<file path="src/rtl/tdm_demux18_if.sv">
// Bundle of the serial-link inputs and parallel-frame outputs of the 8-slot TDM demux.
// master drives the link side; slave is the demux itself.
interface tdm_demux18_if #(
   parameter int WIDTH = 1
);
   logic                 en;
   logic                 sync;
   logic [WIDTH-1:0]     din;
   logic [8*WIDTH-1:0]   y;
   logic                 frame_valid;
   logic                 locked;
   logic [2:0]           slot;
   logic                 sync_err;

   modport master (
      output en, sync, din,
      input  y, frame_valid, locked, slot, sync_err
   );

   modport slave (
      input  en, sync, din,
      output y, frame_valid, locked, slot, sync_err
   );
endinterface

</file>
<file path="src/rtl/tdm_demux18.sv">
// Receive side of an 8-slot TDM link: locks to the slot-0 sync marker, collects one sample per
// enabled cycle and publishes each complete frame as a registered 8-slot word with a strobe.
module tdm_demux18 #(
   parameter int WIDTH    = 1,
   parameter int MISS_MAX = 2
) (
   input  logic             clk,
   input  logic             rst_n,
   tdm_demux18_if.slave     bus
);
   localparam logic [0:0] S_HUNT   = 1'b0;
   localparam logic [0:0] S_LOCKED = 1'b1;
   localparam logic [2:0] MISS_LIM = 3'(MISS_MAX);

   logic [0:0]           r_state;
   logic [WIDTH-1:0]     r_shadow [0:7];
   logic [8*WIDTH-1:0]   r_y;
   logic                 r_frame_valid;
   logic                 r_sync_err;
   logic [2:0]           r_slot;
   logic [2:0]           r_miss;

   logic [2:0]           w_miss_inc;
   logic [8*WIDTH-1:0]   w_frame;

   assign w_miss_inc = r_miss + 3'd1;

   // The completed frame is slots 0..6 from the shadow plus the slot-7 sample arriving now.
   genvar gi;
   generate
      for (gi = 0; gi < 7; gi++) begin : g_pack
         assign w_frame[gi*WIDTH +: WIDTH] = r_shadow[gi];
      end
   endgenerate
   assign w_frame[7*WIDTH +: WIDTH] = bus.din;

   always_ff @(posedge clk or negedge rst_n) begin
      if (!rst_n) begin
         r_state       <= S_HUNT;
         r_y           <= '0;
         r_frame_valid <= 1'b0;
         r_sync_err    <= 1'b0;
         r_slot        <= 3'd0;
         r_miss        <= 3'd0;
         for (int i = 0; i < 8; i++) r_shadow[i] <= '0;
      end else begin
         r_frame_valid <= 1'b0;
         r_sync_err    <= 1'b0;
         if (bus.en) begin
            if (r_state == S_HUNT) begin
               if (bus.sync) begin
                  r_shadow[0] <= bus.din;
                  r_slot      <= 3'd1;
                  r_miss      <= 3'd0;
                  r_state     <= S_LOCKED;
               end
            end else if (bus.sync) begin
               // Sync always realigns; if it arrives early the partial frame is thrown away.
               if (r_slot != 3'd0) begin
                  r_sync_err <= 1'b1;
                  for (int i = 1; i < 8; i++) r_shadow[i] <= '0;
               end
               r_shadow[0] <= bus.din;
               r_slot      <= 3'd1;
               r_miss      <= 3'd0;
            end else if (r_slot == 3'd0) begin
               r_miss <= w_miss_inc;
               if (w_miss_inc >= MISS_LIM) begin
                  r_state <= S_HUNT;
                  r_slot  <= 3'd0;
               end else begin
                  r_shadow[0] <= bus.din;
                  r_slot      <= 3'd1;
               end
            end else if (r_slot == 3'd7) begin
               r_y           <= w_frame;
               r_frame_valid <= 1'b1;
               r_slot        <= 3'd0;
            end else begin
               r_shadow[r_slot] <= bus.din;
               r_slot           <= r_slot + 3'd1;
            end
         end
      end
   end

   assign bus.y           = r_y;
   assign bus.frame_valid = r_frame_valid;
   assign bus.locked      = (r_state == S_LOCKED);
   assign bus.slot        = r_slot;
   assign bus.sync_err    = r_sync_err;
endmodule

</file>
<file path="src/flat_wrapper.sv">
// flat-port wrapper written by rule: the top's interface ports become plain ports
module tdm_demux18_flat 
#(
   parameter int WIDTH    = 1,
   parameter int MISS_MAX = 2
)
  (clk, rst_n, bus_en, bus_sync, bus_din, bus_y, bus_frame_valid, bus_locked, bus_slot, bus_sync_err);
  tdm_demux18_if #(.WIDTH(WIDTH)) bus_i ();
  input  logic clk;
  input  logic rst_n;
  input wire logic [$bits(bus_i.en)-1:0] bus_en;
  input wire logic [$bits(bus_i.sync)-1:0] bus_sync;
  input wire logic [$bits(bus_i.din)-1:0] bus_din;
  output wire logic [$bits(bus_i.y)-1:0] bus_y;
  output wire logic [$bits(bus_i.frame_valid)-1:0] bus_frame_valid;
  output wire logic [$bits(bus_i.locked)-1:0] bus_locked;
  output wire logic [$bits(bus_i.slot)-1:0] bus_slot;
  output wire logic [$bits(bus_i.sync_err)-1:0] bus_sync_err;
  assign bus_i.en = bus_en;
  assign bus_i.sync = bus_sync;
  assign bus_i.din = bus_din;
  assign bus_y = bus_i.y;
  assign bus_frame_valid = bus_i.frame_valid;
  assign bus_locked = bus_i.locked;
  assign bus_slot = bus_i.slot;
  assign bus_sync_err = bus_i.sync_err;
  tdm_demux18 #(.WIDTH(WIDTH), .MISS_MAX(MISS_MAX)) u_core (.clk(clk), .rst_n(rst_n), .bus(bus_i));
endmodule
</file>
<file path="config.mk">
export PLATFORM = sky130hd
export DESIGN_NAME = tdm_demux18_flat
export DESIGN_NICKNAME = d
export VERILOG_FILES = /design/src/rtl/tdm_demux18_if.sv /design/src/rtl/tdm_demux18.sv /design/src/flat_wrapper.sv
export SDC_FILE = /design/constraint.sdc
export NUM_CORES = 1
export LEC_CHECK = 0
export CAP_MARGIN = 20
export CORE_ASPECT_RATIO = 1.75
export CORE_MARGIN = 5
export CORE_UTILIZATION = 45
export DETAILED_ROUTE_END_ITERATION = 10
export GPL_TIMING_DRIVEN = 0
export HOLD_SLACK_MARGIN = 0.03
export PLACE_DENSITY = 0.66
export SLEW_MARGIN = 5
export SYNTH_ARGS = -nofsm -noshare
export SYNTH_HDL_FRONTEND = slang
export SYNTH_SLANG_ARGS = --single-unit
</file>
<file path="constraint.sdc">
create_clock -name clk -period 2.3 [get_ports clk]
set_clock_uncertainty 0.2 [all_clocks]
set_input_delay 0.23 -clock clk [delete_from_list [all_inputs] [get_ports clk]]
set_output_delay 0.23 -clock clk [all_outputs]
set_load 0.01 [all_outputs]
</file>
After elaboration in Yosys (flattened, before gate mapping)
Index checks and enable logic that the tools add are counted.
W data, S select, Z words.
Storage, ports and cells
  register bits after elaboration: 25
  word-level logic and storage cells: 73
Cells by class
  add/sub/neg operators: 2
  $lt $le $gt $ge: 3
  equal/unequal tests: 6
  multiplexer cells: 35
  bitwise gates (word level): 3
  reductions and logical operators: 10
Operators with widths (number)
  $mux W3: 9
  $mux W1: 20
  $mux W8: 2
  $mux W7: 2
  $reduce_and A5 Y1: 2
  $bwmux W8: 1
  $add A3 B1 Y3 const B: 2
  $ge A4 B4 Y1 const B: 1
  $lt A4 B1 Y1 const B: 1
  $ne A2 B2 Y1 const B: 2
  $not A3 Y4: 1
  $reduce_and A4 Y1: 1
  $reduce_bool A2 Y1: 2
  $demux W1 S3: 1
  $eq A3 B3 Y1 const B: 1
  $ge A3 B2 Y1 const B: 1
  $logic_not A3 Y1: 1
  $ne A3 B2 Y1 const B: 1
  $ne A3 B3 Y1 const B: 1
  $reduce_and A3 Y1: 1
  $reduce_bool A3 Y1: 1
  $ne A2 B1 Y1 const B: 1
  $not A1 Y1: 2
  $reduce_and A2 Y1: 1
  $logic_and A1 B1 Y1: 1

Longest topological paths before layout
  depth in word-level cells: 10
  depth in mapped cells: 7
  gate-level depth less buffers: 6

Least setup slack after synthesis
OpenSTA, ideal clock, no wires.
  path kind: register -> register
  from: reg u_core.r_slot[0] (netlist: u_core.bus.slot[0])
  to: reg u_core.r_y[7] (netlist: u_core.bus.y[7])
  library setup time: 0.125 ns
  arrival time: 1.845 ns
  required time: 1.975 ns
  path slack: 0.130 ns
  stages on the path, launching flop included: 7
  clock period less this slack: 2.170 ns
  cells stage by stage: dfrtp_1 -> inv_1 -> ha_1 -> nor2b_2 -> buf_6 -> nor3_4 -> mux2_2
On the way
  cells in the longest elaborated chain, start to end: 3
Ends and longest elaborated chain
  start, declared: RTL line tdm_demux18.sv:20  | logic [2:0] r_slot;
  start signal, assigned: RTL line tdm_demux18.sv:81  | r_slot <= r_slot + 3'd1;
  $logic_not A3 Y1: RTL line tdm_demux18.sv:66  | end else if (r_slot == 3'd0) begin
  $not A1 Y1 (no line)
  $reduce_and A5 Y1 (no line) (*)
  end signal, assigned: RTL line tdm_demux18.sv:76  | r_y <= w_frame;
  end, declared: RTL line tdm_demux18.sv:17  | logic [8*WIDTH-1:0] r_y;
Every way passes the cells marked *; elsewhere a longest branch is shown, timed or not.
A chain may end at the register's enable or synchronous reset.

Worst setup path after layout
  from: reg u_core.r_slot[1] (netlist: u_core.bus.slot[1])
  to: reg u_core.r_shadow[1] (netlist bit)
On the way
  cells in the longest elaborated chain, start to end: 9
Ends and longest elaborated chain
  $not A3 Y4 (implied by the code): RTL line tdm_demux18.sv:80  | r_shadow[r_slot] <= bus.din;
  $ge A4 B4 Y1 (implied by the code) / $lt A4 B1 Y1 (equally long branches): RTL line tdm_demux18.sv:80
  $logic_and A1 B1 Y1 (implied by the code): RTL line tdm_demux18.sv:80
  $mux W1 (implied by the code): RTL line tdm_demux18.sv:80
  $demux W1 S3: RTL line tdm_demux18.sv:80
  $bwmux W8: RTL line tdm_demux18.sv:80
  $mux W8: RTL line tdm_demux18.sv:75  | end else if (r_slot == 3'd7) begin
  $mux W7: RTL line tdm_demux18.sv:66
  $mux W8: RTL line tdm_demux18.sv:57  | end else if (bus.sync) begin
  end signal, assigned by index: RTL line tdm_demux18.sv:80
  end, declared: RTL line tdm_demux18.sv:16  | logic [WIDTH-1:0] r_shadow [0:7];
Parallel ways exist; a longest one is shown, timed or not. The select of a mux whose other input is x is not followed.

==> metrics.txt <==
max_cap viols 0; antenna viol nets, final 0; Sw Pwr 645.0 uW; Setup crit start kind flop; clock power share 0.166; GRT Util Overall 0.1603; via count of the first global-routing pass 1,035; Reg clk slew, reported paths 0.09 ns; HPWL after DPL 1992 um; initial antenna violation count 0; Tot Pwr 1736 uW; Cell Int Power 1091 uW; Hold WC Path Type primary input to async pin; # IOs 19; Row Count 25; total gr overflow 0; Comb pwr share 0.431; Crit Path Category flop to flop; Post-Syn Nets 124; Max FO, Critical Path 9; Synth Cell Area 0.001241 mm2; vias 949; TritonCTS Buffers 3; Max Slew Vio Count 0; Synth-to-Final Area Change 25.00%; Synth Instances 114; status complete, no violations; Syn Area/Cell 10.89 um2; post-route insts no fill 166; Syn. warnings 0; clock latency on the worst-skew pair 0.27 ns; commonest non-fill, non-tap cells in the layout dfrtp_1 (23), clkdlybuf4s50_1 (17), nand2_1 (11); commonest non-fill, non-tap cell in the layout dfrtp_1; fill count 249; Min Hold Slack 0.07739 ns; post-route cell area 0.001551 mm2; fin crit period 2.170 ns; Placed Instance Area 0.001445 mm2; DIE AREA 0.003950 mm2; share of the synthesized area in the top cell type 0.4839; Root Driver clkbuf_8; DRT Pass-1 Iters 4; Fin. Hold Viols 0; TritonCTS clock tree yes; slew margin rel. 0.6284; Fmax achieved 460.9 MHz; Synth cell types 35; CTS sink cnt 24; CP Data Required Time 2.28 ns; Seq pwr share 0.403; Routed WL per cell 16.76 um; register area share after synthesis 0.4839; H-tree depth 1; power density cells 1119 mW/mm2; Via density 5.717; Synth Register Bits 24; 1st-iter DRT viols 21; # setup viols final 0; CP arrival 2.15 ns; Synth area leaders dfrtp_1 (48%), mux2_2 (7.3%), ha_1 (5.0%); first-pass GRT wire length 5050 um; Slew @ Worst Pin 0.5515 ns; starting density of the core 0.4614; RSZ-0062 raised after global routing no; Switching Share 0.3715; VDD IR max 0.6173 mV; leading area contributor after synthesis dfrtp_1; fin nets 150; Tcrit/Tclk final 0.9434; final wirelength 2782 um; share of cells above drive strength 1 0.1655; CTS max path bufs 2; core box area 0.002690 mm2; Antenna Cells 0; CP Capture Type flop; Die Wd 49.70 um; placed cell count 158; RePlAce Congestion 0.7820; largest net degree at the start of global routing 25; P_leak 0.0007052 uW; Util after Layout 0.5767; Die Y 79.48 um; # DRC 0; IO Port Bufs 17
cells in the mapped netlist (all sizes together):
cell      n
dfrtp    24
nand2    11
mux2      8
o21ai     8
inv       6
mux2i     6
a21oi     5
ha        5
nand3     5
nor2      4
nor2b     3
nor3      3
a22o      2
buf       2
clkbuf    2
nand2b    2
nand3b    2
nor3b     2
o2bb2ai   2
a211oi    1
a21boi    1
a22oi     1
a32oi     1
nand4     1
nand4b    1
nor4b     1
o21bai    1
o22ai     1
o311ai    1
o31ai     1
xnor2     1
power by group through the flow:
stage | Clock [uW] | Combinational, uW | Sequential, uW
6_report | 288 | 748 | 700
4_1_cts | 291 | 741 | 699
5_1_grt | 316 | 843 | 727
3_5_place_dp | 0 | 733 | 704
3_3_place_gp | 0 | 715 | 697
2_1_floorplan | 0 | 446 | 705
what timing repair did:
action                                  CTS  global route
buffers inserted                          2             1
pin swaps                                 1             1
resized for setup                         1             0
endpoints found under the setup margin   10             6
hold buffers                              0             0
through the flow:
| step | setup WS, ns | TNS [ns] |
|---|---|---|
| after global routing | 0.002841 | 0 |
| after CTS | 0.04130 | 0 |
| final | 0.1302 | 0 |
| after floorplan | 0.1302 | 0 |
| after global placement | -0.08512 | -0.6682 |
| after detailed placement | -0.09637 | -0.7365 |
critical path, stage by stage, from the launching register on:
cell and delay [ns]:
dfrtp_1 0.49, inv_1 0.12, ha_1 0.26, nor2b_2 0.18, buf_6 0.15, nor4b_4 0.26, buf_4 0.18, mux2i_1 0.08
o21ai_0 0.17
metal layers:
layer,track usage,up-vias,part of all wire
li1,-,458,-
met3,0.02617,9,0.033
met5,0,-,0
met1,0.1912,462,0.39
met2,0.2717,20,0.55
met4,0.07874,0,0.023
cells by family (layout without fill, tap and decap cells):
| family | count (synthesis) | in the layout | synth area share |
|---|---|---|---|
| XOR/XNOR | 1 | 1 | 0.007058 |
| multiplexers | 14 | 14 | 0.1210 |
| buffers and inverters | 10 | 35 | 0.03829 |
| flip-flops | 24 | 24 | 0.4839 |
| AND/OR/NAND/NOR | 35 | 35 | 0.1693 |
| AO/OA/AOI/OAI | 25 | 25 | 0.1301 |
| adder cells (fa/ha/maj) | 5 | 5 | 0.05040 |
cell type report:
class,instances,area (um2),area share
Buffer,4,25.02,0.01613
Inverter,6,22.52,0.01452
Sequential cell,24,601.8,0.3879
Clock buffer,4,55.05,0.03548
Multi-Input combinational cell,80,593.1,0.3823
Timing Repair Buffer,21,220.2,0.1419
Tap cell,27,33.78,0.02177
worst paths after layout:
kind | startpoint | endpoint | slack, ns | cells past startpoint
min reg2reg | u_core.bus.y[6] | u_core.bus.y[6] | 0.31 | 1
min | rst_n | u_core.r_shadow[4] | 0.08 | 1
min in group clk | bus_en | u_core.bus.locked | 0.10 | 2
max | u_core.bus.slot[1] | u_core.r_shadow[1] | 0.13 | 8
max in group asynchronous | rst_n | u_core.r_shadow[5] | 1.38 | 2
max reg2reg | u_core.bus.slot[1] | u_core.r_shadow[1] | 0.13 | 8
registers in the layout (all words and copies together) (netlist names):
name,cells
u_core.r_shadow,7
u_core.bus.y,8
u_core.bus.locked,1
u_core.r_miss,3
u_core.bus.slot,3
u_core.bus.frame_valid,1
u_core.bus.sync_err,1
Note: power is estimated with default switching activity, not from simulation.
